[src/rtl/audio_sample_buffer.sv]
// audio_sample_buffer: stereo PCM sample buffer ahead of the HDMI audio path.
// Incoming pairs are pushed into a small circular FIFO whenever the producer
// offers them. Each audio_tick pops one pair into the registered
// audio_sample_word output. A PRIME/RUN state machine refuses to pop until
// the FIFO is half full, which gives the consumer a cushion against jitter.
// Optional feature macro: AUDIO_BUFFER_STATS_EN adds saturating
// underflow/overflow event counters and their output ports.
module audio_sample_buffer #(
    parameter int AUDIO_BIT_WIDTH = 16,
    parameter int FIFO_DEPTH      = 8
) (
    input  logic                                  clk,
    input  logic                                  reset,
    input  logic                                  in_valid,
    output logic                                  in_ready,
    input  logic signed [AUDIO_BIT_WIDTH-1:0]     in_left,
    input  logic signed [AUDIO_BIT_WIDTH-1:0]     in_right,
    input  logic                                  audio_tick,
    input  logic                                  mute,
    output logic [1:0][AUDIO_BIT_WIDTH-1:0]       audio_sample_word,
    output logic [$clog2(FIFO_DEPTH):0]           fifo_level
`ifdef AUDIO_BUFFER_STATS_EN
    ,
    output logic [7:0]                            underflow_count,
    output logic [7:0]                            overflow_count
`endif
);

    localparam int PTR_W = $clog2(FIFO_DEPTH);
    localparam int LVL_W = PTR_W + 1;

    // Reject configurations the HDMI stage or the pointer wrap cannot handle.
    if (AUDIO_BIT_WIDTH < 16 || AUDIO_BIT_WIDTH > 24) begin : g_bad_width
        $error("audio_sample_buffer: AUDIO_BIT_WIDTH must be 16..24");
    end
    if (FIFO_DEPTH < 4 || (FIFO_DEPTH & (FIFO_DEPTH - 1)) != 0) begin : g_bad_depth
        $error("audio_sample_buffer: FIFO_DEPTH must be a power of two >= 4");
    end

    typedef enum logic {
        PRIME = 1'b0,
        RUN   = 1'b1
    } state_t;

    // Increment that sticks at the top of an 8-bit range.
    function automatic logic [7:0] sat_inc8(input logic [7:0] value);
        return (value == 8'hFF) ? value : value + 8'd1;
    endfunction

    // Sample that the output register loads on a pop: zero while muted.
    function automatic logic signed [AUDIO_BIT_WIDTH-1:0] mute_sample(
        input logic                              m,
        input logic signed [AUDIO_BIT_WIDTH-1:0] sample
    );
        return m ? '0 : sample;
    endfunction

    logic signed [AUDIO_BIT_WIDTH-1:0] mem_left  [FIFO_DEPTH];
    logic signed [AUDIO_BIT_WIDTH-1:0] mem_right [FIFO_DEPTH];
    logic [PTR_W-1:0] wptr;
    logic [PTR_W-1:0] rptr;
    state_t           state;

    logic push;
    logic pop;
    logic level_empty;

    assign in_ready    = (fifo_level != LVL_W'(FIFO_DEPTH));
    assign level_empty = (fifo_level == '0);
    assign push        = in_valid && in_ready;
    // A tick in RUN only pops when data is already stored; there is no
    // bypass path from a same-cycle push.
    assign pop         = (state == RUN) && audio_tick && !level_empty;

    // Sample storage; contents are only meaningful between the pointers.
    always_ff @(posedge clk) begin
        if (push) begin
            mem_left[wptr]  <= in_left;
            mem_right[wptr] <= in_right;
        end
    end

    // Pointer and occupancy bookkeeping; pointers wrap at FIFO_DEPTH.
    always_ff @(posedge clk or posedge reset) begin
        if (reset) begin
            wptr       <= '0;
            rptr       <= '0;
            fifo_level <= '0;
        end else begin
            if (push) begin
                wptr <= wptr + PTR_W'(1);
            end
            if (pop) begin
                rptr <= rptr + PTR_W'(1);
            end
            case ({push, pop})
                2'b10:   fifo_level <= fifo_level + LVL_W'(1);
                2'b01:   fifo_level <= fifo_level - LVL_W'(1);
                default: fifo_level <= fifo_level;
            endcase
        end
    end

    // PRIME/RUN sequencing together with the registered output pair.
    always_ff @(posedge clk or posedge reset) begin
        if (reset) begin
            state             <= PRIME;
            audio_sample_word <= '0;
        end else begin
            case (state)
                PRIME: begin
                    if (fifo_level >= LVL_W'(FIFO_DEPTH / 2)) begin
                        state <= RUN;
                    end
                end
                RUN: begin
                    if (audio_tick) begin
                        if (!level_empty) begin
                            audio_sample_word[0] <= mute_sample(mute, mem_left[rptr]);
                            audio_sample_word[1] <= mute_sample(mute, mem_right[rptr]);
                        end else begin
                            // Underflow: hold the last pair and re-prime.
                            state <= PRIME;
                            if (mute) begin
                                audio_sample_word <= '0;
                            end
                        end
                    end
                end
                default: state <= PRIME;
            endcase
        end
    end

`ifdef AUDIO_BUFFER_STATS_EN
    logic drop;
    logic underflow;

    assign drop      = in_valid && !in_ready;
    assign underflow = (state == RUN) && audio_tick && level_empty;

    // Saturating event counters for dropped pairs and starved ticks.
    always_ff @(posedge clk or posedge reset) begin
        if (reset) begin
            underflow_count <= '0;
            overflow_count  <= '0;
        end else begin
            if (underflow) begin
                underflow_count <= sat_inc8(underflow_count);
            end
            if (drop) begin
                overflow_count <= sat_inc8(overflow_count);
            end
        end
    end
`endif

endmodule
[config.mk]
export PLATFORM = sky130hd
export DESIGN_NAME = audio_sample_buffer
export DESIGN_NICKNAME = d
export VERILOG_FILES = /design/src/rtl/audio_sample_buffer.sv
export SDC_FILE = /design/constraint.sdc
export NUM_CORES = 1
export LEC_CHECK = 0
export ABC_AREA = 1
export CORE_MARGIN = 2
export CORE_UTILIZATION = 50
export CTS_CLUSTER_SIZE = 20
export DETAILED_ROUTE_END_ITERATION = 8
export PLACE_DENSITY_LB_ADDON = 0.25
export SLEW_MARGIN = 20
export SYNTH_ARGS = -nofsm -noshare
export SYNTH_HDL_FRONTEND = slang
export SYNTH_SLANG_ARGS = --single-unit
[constraint.sdc]
create_clock -name clk -period 3.74 [get_ports clk]
set_input_delay 0.748 -clock clk [delete_from_list [all_inputs] [get_ports clk]]
set_output_delay 0.748 -clock clk [all_outputs]
set_load 0.02 [all_outputs]
Word-level counts from Yosys, hierarchy flattened --
Memory sizes are Yosys's and may differ from the RTL's. Index checks and enable logic that the tools add are counted.
Word-level totals: input port bits 37, memory bits (writable) 256, logic and storage cells 36, memories 2, bits in registers 43
Operators by class: add/subtract/negate cells 4, equal/unequal tests 4, bitwise logic cells 1, reduce and logical (&&, ||, !) cells 7, multiplexer cells 11, $lt $le $gt $ge 1
Memory list:
- mem_left | words 8, width 16, read ports 1, clocked after Yosys merged registers in 0, wr ports 1, RTL line 58 | logic signed [AUDIO_BIT_WIDTH-1:0] mem_left [FIFO_DEPTH];
- mem_right | words 8, width 16, read ports 1, clocked after Yosys merged registers in 0, wr ports 1, RTL line 59 | logic signed [AUDIO_BIT_WIDTH-1:0] mem_right [FIFO_DEPTH];
Operators by type and width (number):
- two-way mux 32 bit | 2
- two-way mux 16 bit | 2
- case mux 4 bit (2 select lines) | 1
- adder 3 x 1 -> 3 bit (second input constant) | 2
- two-way mux 1 bit | 5
- adder 4 x 1 -> 4 bit (second input constant) | 1
- >= comparator 4 x 3 -> 1 bit (second input constant) | 1
- zero test 4 bit | 1
- != test 4 bit (second input constant) | 1
- subtractor 4 x 1 -> 4 bit (second input constant) | 1
- logical AND 1 bit | 3
- AND reduction 3 bit | 1
- equality test 2 x 1 -> 1 bit (second input constant) | 1
- equality test 2 bit (second input constant) | 1
- != test 2 bit (second input constant) | 1
- case mux 1 bit (2 select lines) | 1
- nonzero test 2 bit | 1
- zero test 1 bit | 1
- inverter 1 bit | 1

Depth between registers and ports, before layout --
depth in word-level cells 5, mapped depth 13, gate-level depth less buffers 13

Worst setup path before layout --
No wires, ideal clock.
kind register -> register, start register fifo_level[0], end memory mem_left[0][0] (enable), stages on the path, launching flop included 6, data arrival time 2.702 ns, setup slack 0.617 ns, period minus slack after synthesis 3.123 ns, path through dfrtp_1 > nor2_1 > nand3_1 > nand2_1 > or2_2 > nor2_1
Between the ends: longest elaborated chain between the ends 4
Ends and longest elaborated chain:
- start: declaration | RTL line 21 | output logic [$clog2(FIFO_DEPTH):0] fifo_level
- start signal: assignment | RTL line 97 | 2'b10: fifo_level <= fifo_level + LVL_W'(1);
- start signal: assignment | RTL line 98 | 2'b01: fifo_level <= fifo_level - LVL_W'(1);
- start signal: assignment | RTL line 99 | default: fifo_level <= fifo_level;
- != test 4 bit | RTL line 68 | assign in_ready = (fifo_level != LVL_W'(FIFO_DEPTH));
- named net in_ready | RTL line 15 | output logic in_ready,
- logical AND 1 bit | RTL line 70 | assign push = in_valid && in_ready;
- two-way mux 1 bit | RTL line 77 | if (push) begin
- two-way mux 1 bit (implied by the code) | RTL line 78 | mem_left[wptr] <= in_left;
- end: declaration | RTL line 58
The timed path passes the listed nets, and every way through them passes these cells.

Final worst setup path --
start register fifo_level[0], end output port in_ready
Between the ends: longest elaborated chain between the ends 1
Ends and longest elaborated chain (RTL line):
- != test 4 bit | 68
- end: declaration | 15
No other way between the ends.

==> reports/results.ini <==
[run_status]
outcome=finished clean

[placed_design]
hpwl_mm=13.7
io_buffers=73
gp_congestion=0.718

[cells_and_area]
layout_commonest_cell=edfxtp_1
diodes=0
layout_common_cells=edfxtp_1, nor2_1, o21ai_0
fin_nets=1057
syn_to_final_growth_pct=16.1
drive_gt1_frac=0.0686

[drt]
drtPass1Iterations=5
drtAntennaViolNets=0
vias=7224
viasPerCell=5.34
drc_errors=0
drtIter0Drc=586
wire_per_inst_microns=17.9
wirelength_mm=24.2

[critical_path]
crit_required_ns=2.99
cp.arrival_ns=1.89
path_class=flip-flop to output port
startpoint_type=flip-flop
cp-end-kind=output port
crit_fanout=6

[power_and_ir_drop]
leakagePower_uw=0.00480
power_uw=10400
p_int_uw=6790
switching_power_uw=3660
p_comb_frac=0.322
swShare=0.350
vdd_drop_max_v=0.000378
p_seq_frac=0.434
power_frac_clock=0.244
p_per_area_nw_per_um2=765

[clock_tree]
cts_tree=built
cts_resized=0
cts_buffer_depth=3
hold_buffers=0
cts_sinks=299
clkSlewWorstSetupHoldPaths_ns=0.06
numCtsBuffers=29
insertion_delay_ns=0.54
htree_levels=1
post_cts_buffers=0
clock-root-buffer=clkbuf_16

[yosys]
synth_top_area_frac=0.654
seq_area_frac_synth=0.745
ys_warn_count=0
syn_area_sq_um=11800
synth-edff-count=256
synth_ff_type=edfxtp_1
syn_area_per_cell_sq_um=12.5
synthCells=944
async_reset_ff_frac=0.144
ys_types=25
ys_top_cells_by_area=edfxtp_1, dfrtp_1, nor2_1
ys_seq_elements=299
synth_fp_nets=986
yosys.area.top_type=edfxtp_1

[sta]
hold_viol_final=0
slew_headroom=0.478
setup_violations=0
fmax_mhz=379
period_minus_slack_ns=2.64
finalClockSkew_ns=0.00851
fin_crit_sh=0.705
worst_slew_pin_slew_ns=0.782
rsz0062_at_grt=no
tns_ns=0
report.final.slew_viol_count=0

[global_routing]
grt_usage=0.201
grt_pass1_vias=7098
grt_pass1_wl_mm=38.6
antenna_found_initial=0
grt_overflow=0
grt_max_degree=99

[die]
die_w_microns=157
io_pins=74
row_count=56
coreArea_sq_um=23300
initial_core_util=0.505
dieArea_sq_um=24800
die_h_microns=157

[flow_run]
max-cap-violations=0

[min_path]
hp-class=flip-flop to flip-flop

## metal layers
| layer | global-route usage | vias up | wire, microns |
|---|---|---|---|
| li1 | - | 3476 | - |
| met1 | 0.280 | 3521 | 10800 |
| met2 | 0.335 | 180 | 11600 |
| met3 | 0.0264 | 47 | 1300 |
| met4 | 0.0571 | 0 | 572 |
| met5 | 0 | - | 0 |
## worst max-delay path, cell delays in order (launching register included)
cell	delay [ns]
dfrtp_1	0.44
nor2_1	0.23
nand3_1	0.12
clkdlybuf4s50_1	0.56
## cell usage after synthesis (all sizes together), types with 2 or more instances
| cell type | number |
|---|---|
| edfxtp | 256 |
| dfrtp | 43 |
| nand2 | 93 |
| clkbuf | 18 |
| o21ai | 132 |
| xor2 | 4 |
| inv | 14 |
| ha | 5 |
| nand3 | 68 |
| nor2 | 237 |
| o211ai | 32 |
| buf | 37 |
| nand4 | 2 |
## final cells by class
class                           count  area (sq um)
Timing Repair Buffer               95           933
Inverter                           14          53.8
Clock inverter                     13          53.8
Multi-Input combinational cell    576          2680
Sequential cell                   299          8770
Tap cell                          319           399
Clock buffer                       38           759
Fill cell                        1871          9610
## through the flow
step                area, sq um   util  instances  setup slack, ns  hold WS [ns]
floorplan                 11800      -        944            0.617         0.442
finish                    13700  0.587       1354             1.10         0.475
global placement          12800  0.552       1303            0.931         0.455
CTS                       13700  0.587       1354             1.07         0.481
global route              13700  0.587       1354            0.999         0.496
detailed placement        12800  0.552       1303            0.911         0.465
## sequential cells by signal (all words and copies together) (netlist names)
signal / count
audio_sample_word: 32
mem_left: 128
fifo_level: 4
wptr: 3
rptr: 3
mem_right: 128
state: 1
## power groups by stage
stage | Sequential (uW) | Combinational [uW] | Clock (uW)
4_1_cts | 4540 | 3410 | 2590
3_5_place_dp | 4600 | 3390 | 0
2_1_floorplan | 4670 | 2210 | 0
6_report | 4530 | 3360 | 2550
5_1_grt | 4590 | 3800 | 2740
3_3_place_gp | 4580 | 3330 | 0
## final timing paths
path,cells after the start,endpoint,slack (ns),from
worst max-delay path,3,in_ready,1.10,fifo_level[0]
worst min-delay path,2,audio_sample_word[0],0.47,audio_sample_word[0]
worst max register to register,6,audio_sample_word[20],1.37,rptr[0]
worst min register to register,2,audio_sample_word[0],0.47,audio_sample_word[0]
max in group asynchronous,3,audio_sample_word[18],2.38,reset
min in group asynchronous,2,audio_sample_word[2],0.68,reset
## logic make-up (layout without fill, tap and decap cells)
| kind of cell | count (synthesis) | after routing | synth area share |
|---|---|---|---|
| flip-flops | 299 | 299 | 0.745 |
| AO/OA/AOI/OAI | 165 | 165 | 0.0774 |
| buffers and inverters | 69 | 160 | 0.0314 |
| adder cells (fa/ha/maj) | 5 | 5 | 0.00532 |
| AND/OR/NAND/NOR | 401 | 401 | 0.137 |
| XOR/XNOR | 5 | 5 | 0.00372 |
(Power assumes the default switching activity.)
